--- config.mk ---
export PLATFORM = sky130hd
export DESIGN_NAME = spi_frame_decoder
export DESIGN_NICKNAME = d
export VERILOG_FILES = /design/src/rtl/spi_frame_decoder.sv
export SDC_FILE = /design/constraint.sdc
export NUM_CORES = 1
export LEC_CHECK = 0
export ABC_AREA = 1
export CAP_MARGIN = 20
export CORE_UTILIZATION = 47
export CTS_CLUSTER_SIZE = 10
export DETAILED_ROUTE_END_ITERATION = 10
export PLACE_DENSITY = 0.74
export SYNTH_ARGS = -nofsm -noshare
export SYNTH_HDL_FRONTEND = slang
export SYNTH_SLANG_ARGS = --single-unit
export TNS_END_PERCENT = 50
--- constraint.sdc ---
create_clock -name sclk -period 1.4 [get_ports sclk]
set_clock_uncertainty 0.1 [all_clocks]
set_input_delay 0.35 -clock sclk [delete_from_list [all_inputs] [get_ports sclk]]
set_output_delay 0.35 -clock sclk [all_outputs]
set_load 0.01 [all_outputs]
--- src/rtl/spi_frame_decoder.sv ---
// SPI command front-end: deserializes {rw, addr[6:0]} [+ data byte] frames on sclk.
// Optional burst auto-increment of addr_out is enabled by defining SPI_AUTO_INCR_EN.
module spi_frame_decoder #(
  parameter int NUM_REGS = 59,
  parameter int ADDR_W   = 8
) (
  input  logic              sclk,
  input  logic              rst,
  input  logic              cs_n,
  input  logic              mosi,
  output logic [ADDR_W-1:0] addr_out,
  output logic              rd_load,
  output logic              wr_en,
  output logic [7:0]        wr_data,
  output logic              err,
  output logic              busy
);

  typedef enum logic [2:0] {IDLE, CMD, DATA, RD, DONE} state_t;

  localparam logic [ADDR_W-1:0] MAX_ADDR = ADDR_W'(NUM_REGS);

  state_t            state_reg, state_next;
  logic [4:0]        bit_cnt_reg, bit_cnt_next;
  logic [6:0]        shift_reg, shift_next;
  logic [ADDR_W-1:0] addr_reg, addr_next;
  logic              rd_load_reg, rd_load_next;
  logic              wr_en_reg, wr_en_next;
  logic [7:0]        wr_data_reg, wr_data_next;
  logic              err_reg, err_next;
  logic              busy_reg;

  logic [7:0]        cmd;
  logic [ADDR_W-1:0] cmd_addr;
  logic [4:0]        bit_cnt_sat;
`ifdef SPI_AUTO_INCR_EN
  logic [ADDR_W-1:0] addr_inc;
`endif

  always_ff @(posedge sclk) begin
    if (rst) begin
      state_reg   <= IDLE;
      bit_cnt_reg <= '0;
      shift_reg   <= '0;
      addr_reg    <= '0;
      rd_load_reg <= 1'b0;
      wr_en_reg   <= 1'b0;
      wr_data_reg <= '0;
      err_reg     <= 1'b0;
      busy_reg    <= 1'b0;
    end else begin
      state_reg   <= state_next;
      bit_cnt_reg <= bit_cnt_next;
      shift_reg   <= shift_next;
      addr_reg    <= addr_next;
      rd_load_reg <= rd_load_next;
      wr_en_reg   <= wr_en_next;
      wr_data_reg <= wr_data_next;
      err_reg     <= err_next;
      busy_reg    <= (state_next != IDLE);
    end
  end

  always_comb begin
    state_next   = state_reg;
    bit_cnt_next = bit_cnt_reg;
    shift_next   = shift_reg;
    addr_next    = addr_reg;
    rd_load_next = 1'b0;
    wr_en_next   = 1'b0;
    wr_data_next = wr_data_reg;
    err_next     = err_reg;
    cmd          = {shift_reg, mosi};
    cmd_addr     = {{(ADDR_W-7){1'b0}}, cmd[6:0]};
    bit_cnt_sat  = (bit_cnt_reg == 5'd31) ? bit_cnt_reg : bit_cnt_reg + 5'd1;
`ifdef SPI_AUTO_INCR_EN
    addr_inc     = addr_reg + 1'b1;
`endif

    if (state_reg == IDLE) begin
      if (!cs_n) begin
        err_next     = 1'b0;
        shift_next   = {6'b0, mosi};
        bit_cnt_next = 5'd1;
        state_next   = CMD;
      end
    end else if (cs_n) begin
      // bit_cnt sits at 16 in DATA only on a byte boundary inside a write burst
      state_next   = IDLE;
      bit_cnt_next = '0;
      if (state_reg == CMD || (state_reg == DATA && bit_cnt_reg != 5'd16))
        err_next = 1'b1;
    end else begin
      bit_cnt_next = bit_cnt_sat;
      shift_next   = {shift_reg[5:0], mosi};
      case (state_reg)
        CMD: begin
          if (bit_cnt_reg == 5'd7) begin
            addr_next = cmd_addr;
            if (cmd[6:0] == 7'd0 || cmd_addr > MAX_ADDR) begin
              err_next   = 1'b1;
              state_next = DONE;
            end else if (cmd[7]) begin
              rd_load_next = 1'b1;
              state_next   = RD;
            end else begin
              state_next = DATA;
            end
          end
        end
        DATA: begin
`ifdef SPI_AUTO_INCR_EN
          // Advance the address the cycle after the strobe so wr_en sees the old one
          if (wr_en_reg) begin
            if (addr_inc > MAX_ADDR) begin
              err_next   = 1'b1;
              state_next = DONE;
            end else begin
              addr_next = addr_inc;
            end
          end
`endif
          if (bit_cnt_reg[2:0] == 3'b111) begin
            wr_en_next   = 1'b1;
            wr_data_next = cmd;
`ifdef SPI_AUTO_INCR_EN
            bit_cnt_next = 5'd16;
`else
            state_next   = DONE;
`endif
          end
        end
        RD: begin
`ifdef SPI_AUTO_INCR_EN
          if (bit_cnt_reg == 5'd15) begin
            bit_cnt_next = 5'd8;
            if (addr_inc > MAX_ADDR) begin
              err_next   = 1'b1;
              state_next = DONE;
            end else begin
              addr_next    = addr_inc;
              rd_load_next = 1'b1;
            end
          end
`endif
        end
        default: ;
      endcase
    end
  end

  assign addr_out = addr_reg;
  assign rd_load  = rd_load_reg;
  assign wr_en    = wr_en_reg;
  assign wr_data  = wr_data_reg;
  assign err      = err_reg;
  assign busy     = busy_reg;

endmodule
Yosys cells after proc, flatten, opt, wreduce, memory -nomap -nowiden
Cells that the tools add are included.
{"block": "op_classes", "add_sub_neg": 1, "n_mul": 0, "div_mod_pow": 0, "order_cmp": 1, "n_eq_ne": 9, "shifts": 0, "muxes": 24, "bitwise_logic": 5, "reduce_logical": 15}
{"op": "7-bit two-way mux", "count": 3}
{"op": "5-bit two-way mux", "count": 4}
{"op": "3-bit two-way mux", "count": 6}
{"op": "3-bit nonzero test", "count": 4}
{"op": "1-bit two-way mux", "count": 10}
{"op": "4-bit AND reduction", "count": 2}
{"op": "7-bit by 6-bit > comparator with 1-bit output, second input constant", "count": 1}
{"op": "7-bit zero test", "count": 1}
{"op": "3-bit one-hot mux with 2 select lines", "count": 1}
{"op": "6-bit OR reduction", "count": 1}
{"op": "5-bit by 1-bit adder with 5-bit output, second input constant", "count": 1}
{"op": "5-bit by 3-bit == test with 1-bit output, second input constant", "count": 1}
{"op": "5-bit == test, second input constant", "count": 1}
{"op": "5-bit != test, second input constant", "count": 1}
{"op": "1-bit NOT", "count": 5}
{"op": "5-bit AND reduction", "count": 1}
{"op": "4-bit OR reduction", "count": 1}
{"op": "3-bit by 1-bit == test with 1-bit output, second input constant", "count": 1}
{"op": "3-bit by 2-bit == test with 1-bit output, second input constant", "count": 1}
{"op": "3-bit == test, second input constant", "count": 1}
{"op": "3-bit zero test", "count": 1}
{"op": "3-bit by 2-bit != test with 1-bit output, second input constant", "count": 1}
{"op": "1-bit logical OR", "count": 2}
{"op": "2-bit by 1-bit != test with 1-bit output, second input constant", "count": 1}
{"op": "other kinds (3)", "count": 3}
{"block": "word_totals", "register_bits": 34, "latchBits": 0, "ram_bits": 0, "romBits": 0, "output_inout_bits": 20, "memories": 0}

Depth between registers and ports, before layout
{"block": "logic_depth", "depth_word": 8, "depth_mapped": 11}

Least setup slack after synthesis
Ideal clock, no wire load.
{"block": "synth_path", "path_kind": "register -> register", "from": "register bit_cnt_reg[0]", "to": "register bit_cnt_reg[3]", "setup_ns": 0.113, "arrival_time_ns": 1.302, "t_required_ns": 1.187, "slack_ns": -0.115, "stages_incl_launch_ff": 12, "path_buffers": 0, "synth_period_minus_slack_ns": 1.515, "cell_sequence": "dfxtp_1 ha_1 nand2_1 nor2_1 ha_1 inv_1 o21ai_0 nand2_1 nand2_1 nand2_1 nand2_1 nor2_1"}
{"block": "synth_between", "elab_chain_cells": 4, "word_cells_on_any_way": 7, "cone_classes": "add/sub (1); eq/ne (2); mux (3); reduce/logical (1)"}
{"item": "start, declared", "line": "24", "text": "logic [4:0] bit_cnt_reg, bit_cnt_next;"}
{"item": "start signal, assigned", "line": "53", "text": "bit_cnt_reg <= bit_cnt_next;"}
{"item": "5-bit by 1-bit adder with 5-bit output", "line": "75", "text": "bit_cnt_sat = (bit_cnt_reg == 5'd31) ? bit_cnt_reg : bit_cnt_reg + 5'd1;"}
{"item": "5-bit two-way mux", "line": "75"}
{"item": "5-bit two-way mux", "line": "87", "text": "end else if (cs_n) begin"}
{"item": "5-bit two-way mux", "line": "80", "text": "if (state_reg == IDLE) begin"}
Several ways; a longest one is shown, not always the timed one. The select of a mux whose other input is x is not followed.
A chain may end at the register's enable or synchronous reset.

Worst setup path in the final report
Same ends and word-level chain as after synthesis.

==> run metrics <==
status=complete, but fails checks; failing checks=DRC, setup timing; unrepaired setup endpoints after global routing=true; setup slack after layout=-0.2164 ns; Req. time, crit path=1.52 ns; post-synthesis sequential area ratio=46.30%; core area=2853 um^2; worst-path maximum fanout=3; max_cap viols=0; first-pass GRT wire length=5747 um; kind of start point of the critical path=flip-flop; vias in the first global route=1316; Place WS=-0.3348 ns; Fin Setup TNS=-1.468 ns; final HPWL from detailed placement=2516 um; crit path DAT=1.74 ns; Reg-to-Reg End=bit_cnt_reg[3]; row count=19; Post-Route WL=3929 um; die height=57.93 um; Die Wd=57.93 um; Post-synth EDFFs=0; pin count of the biggest net entering global routing=20; Avg Cell Area, Syn=7.862 um^2; drt first-iter violations=58; # setup viols final=15; Syn Nets=195; post-synthesis cell type count=25; Max Buffers Root-to-Sink=2; Residual DRC=1; Cells on Worst Hold Path=2; Tot GR Track Use=22.63%; # IOs=24; clk slew on worst S/H paths=0.11 ns; maximum clock frequency=618.7 MHz; vias=1461; initial antenna violation count=0; total die area=3356 um^2; Power, Total=0.001870 W; Synth top cells by count=dfxtp_1, inv_1, nand2_1; DR vias/cell=5.411; Power Dens Cells=873.7 nW/um^2; most instantiated library cell after synthesis=dfxtp_1; Worst Hold Class=reg -> reg; CP Class=reg -> reg; DRT Pass-1 Iters=9; Routed WL per cell=14.55 um; #FFs+latches synth=34; cts bufs inserted=5; hold-fix buffers at CTS=0; Largest register FFs=8; Final ANT Viol Nets=0; share of the synthesized area in the top cell type=46.30%; clock root buffer=clkbuf_4; final RePlAce weighted congestion=0.8669; Max VDD drop=0.4905 mV; Worst Hold End=addr_out[3]; Synth Warn #=0; H-Tree Level Count=2; TritonCTS clock tree=built; CTS Sinks=34; ys async rst share=0%; FF-to-FF Start=bit_cnt_reg[0]; Port Buffers=22; Worst-Skew Late Latency=0.34 ns; LEAKAGE=0.8928 nW; synthesis-to-layout area growth=45.62%; Final Net Count=246; max-slew violations=0; Starting Density=51.54%; ant diodes=0; Mapped Cells=187; top_reg_cell synth=dfxtp_1; final worst path period share=115.5%; critical path endpoint category=flip-flop; Final Hold Fails=0; cell taking the most area after synthesis=dfxtp_1; worst r2r path cells=11; fin crit period=1.616 ns; mapped cell area=1470 um^2; fill count=209; Synth area leaders=dfxtp_1, inv_1, nand2_1; share of cells above drive strength 1=41.42%; Reg2Reg Setup Slack=-0.22 ns; worst hold path startpoint=addr_out[3]; total grt overflow=0
-- final cells by class --
cell class              count  area, um^2  share of cell area [%]
clock buffers               7       45.04                   2.104
inverters                  31       118.9                   5.552
clock inverters             1       30.03                   1.403
well taps                  31       38.79                   1.812
repair buffers             47       371.6                   17.36
multi-input cells         119       844.6                   39.45
flip-flops and latches     34       691.9                   32.32
-- through the flow --
| step | hold WS (ns) | cell area (um^2) | std cells | utilization, % |
|---|---|---|---|---|
| CTS | 0.3505 | 1991 | 267 | 69.78 |
| finish | 0.3531 | 2141 | 270 | 75.04 |
| detailed placement | 0.3375 | 1891 | 256 | 66.27 |
| floorplan | 0.3436 | 1490 | 187 | - |
| global route | 0.3781 | 2141 | 270 | 75.04 |
| global placement | 0.3318 | 1891 | 256 | 66.27 |
-- power by group --
group	total, W	switching, W	internal [W]
sequential	0.000990	0.0000121	0.000978
clock	0.000707	0.000328	0.000379
combinational	0.000173	0.0000990	0.0000744
-- worst max-delay path by stage --
stage | startpoint | depth (start not counted) | endpoint
2_1_floorplan | bit_cnt_reg[0] | 11 | bit_cnt_reg[3]
3_3_place_gp | cs_n | 7 | wr_data[0]
3_5_place_dp | cs_n | 6 | addr_out[1]
4_1_cts | bit_cnt_reg[0] | 10 | bit_cnt_reg[1]
5_1_grt | bit_cnt_reg[0] | 11 | bit_cnt_reg[3]
6_report | bit_cnt_reg[0] | 11 | bit_cnt_reg[3]
-- cells by family (layout without fill, tap and decap cells) --
logic type      count (synthesis)  in the layout  share of synthesized area, %
compound gates                 45             45                         18.81
buf+inv                        35             86                         9.362
other cells                     1              1                        0.2551
flops                          34             34                         46.30
simple gates                   68             69                         21.87
fa+ha+maj                       4              4                         3.404
-- what timing repair did --
action	4_1_cts	5_1_grt
setup buffers	3	2
setup endpoints to repair	45	48
gates resized for setup	31	69
pin swaps	5	15
endpoints found under the hold margin	0	0
gates cloned	0	1
-- critical path: stages (launching register included) --
cell and delay, ns:
dfxtp_2 0.37, ha_4 0.15, nand2_4 0.06, nor2_4 0.12
ha_4 0.14, inv_2 0.04, o21ai_2 0.16, nand2_2 0.11
nand2_2 0.09, nand2_1 0.05, nand2_1 0.06, nor2_1 0.05
-- placed cells by master (no fill, tap or decap), types with 2 or more instances in the layout --
cell type,Yosys,final
clkbuf_1,1,2
o21ai_2,6,10
nor2_4,3,6
o21ai_0,11,4
nor2_1,16,14
clkbuf_2,0,10
nand2_2,2,5
clkdlybuf4s15_1,0,7
a21oi_1,17,10
a21oi_2,0,7
dfxtp_2,0,6
o21ai_1,3,5
ha_4,0,3
buf_4,1,23
dfxtp_1,34,27
o32ai_1,6,6
nand2_1,27,21
clkbuf_4,0,5
inv_1,27,23
nand3_2,0,3
nand2_4,1,5
dlygate4sd2_1,0,2
nand3_1,16,13
clkdlybuf4s50_1,0,3
inv_2,3,6
-- per-layer routing --
layer / global-route usage, % / vias to the layer above / wire length [um]
li1: - / 718 / -
met1: 28.15 / 688 / 1602
met2: 39.74 / 46 / 2040
met3: 4.688 / 9 / 208
met4: 6.122 / 0 / 77
met5: 0 / - / 0
Note: power is estimated with default switching activity, not from simulation.
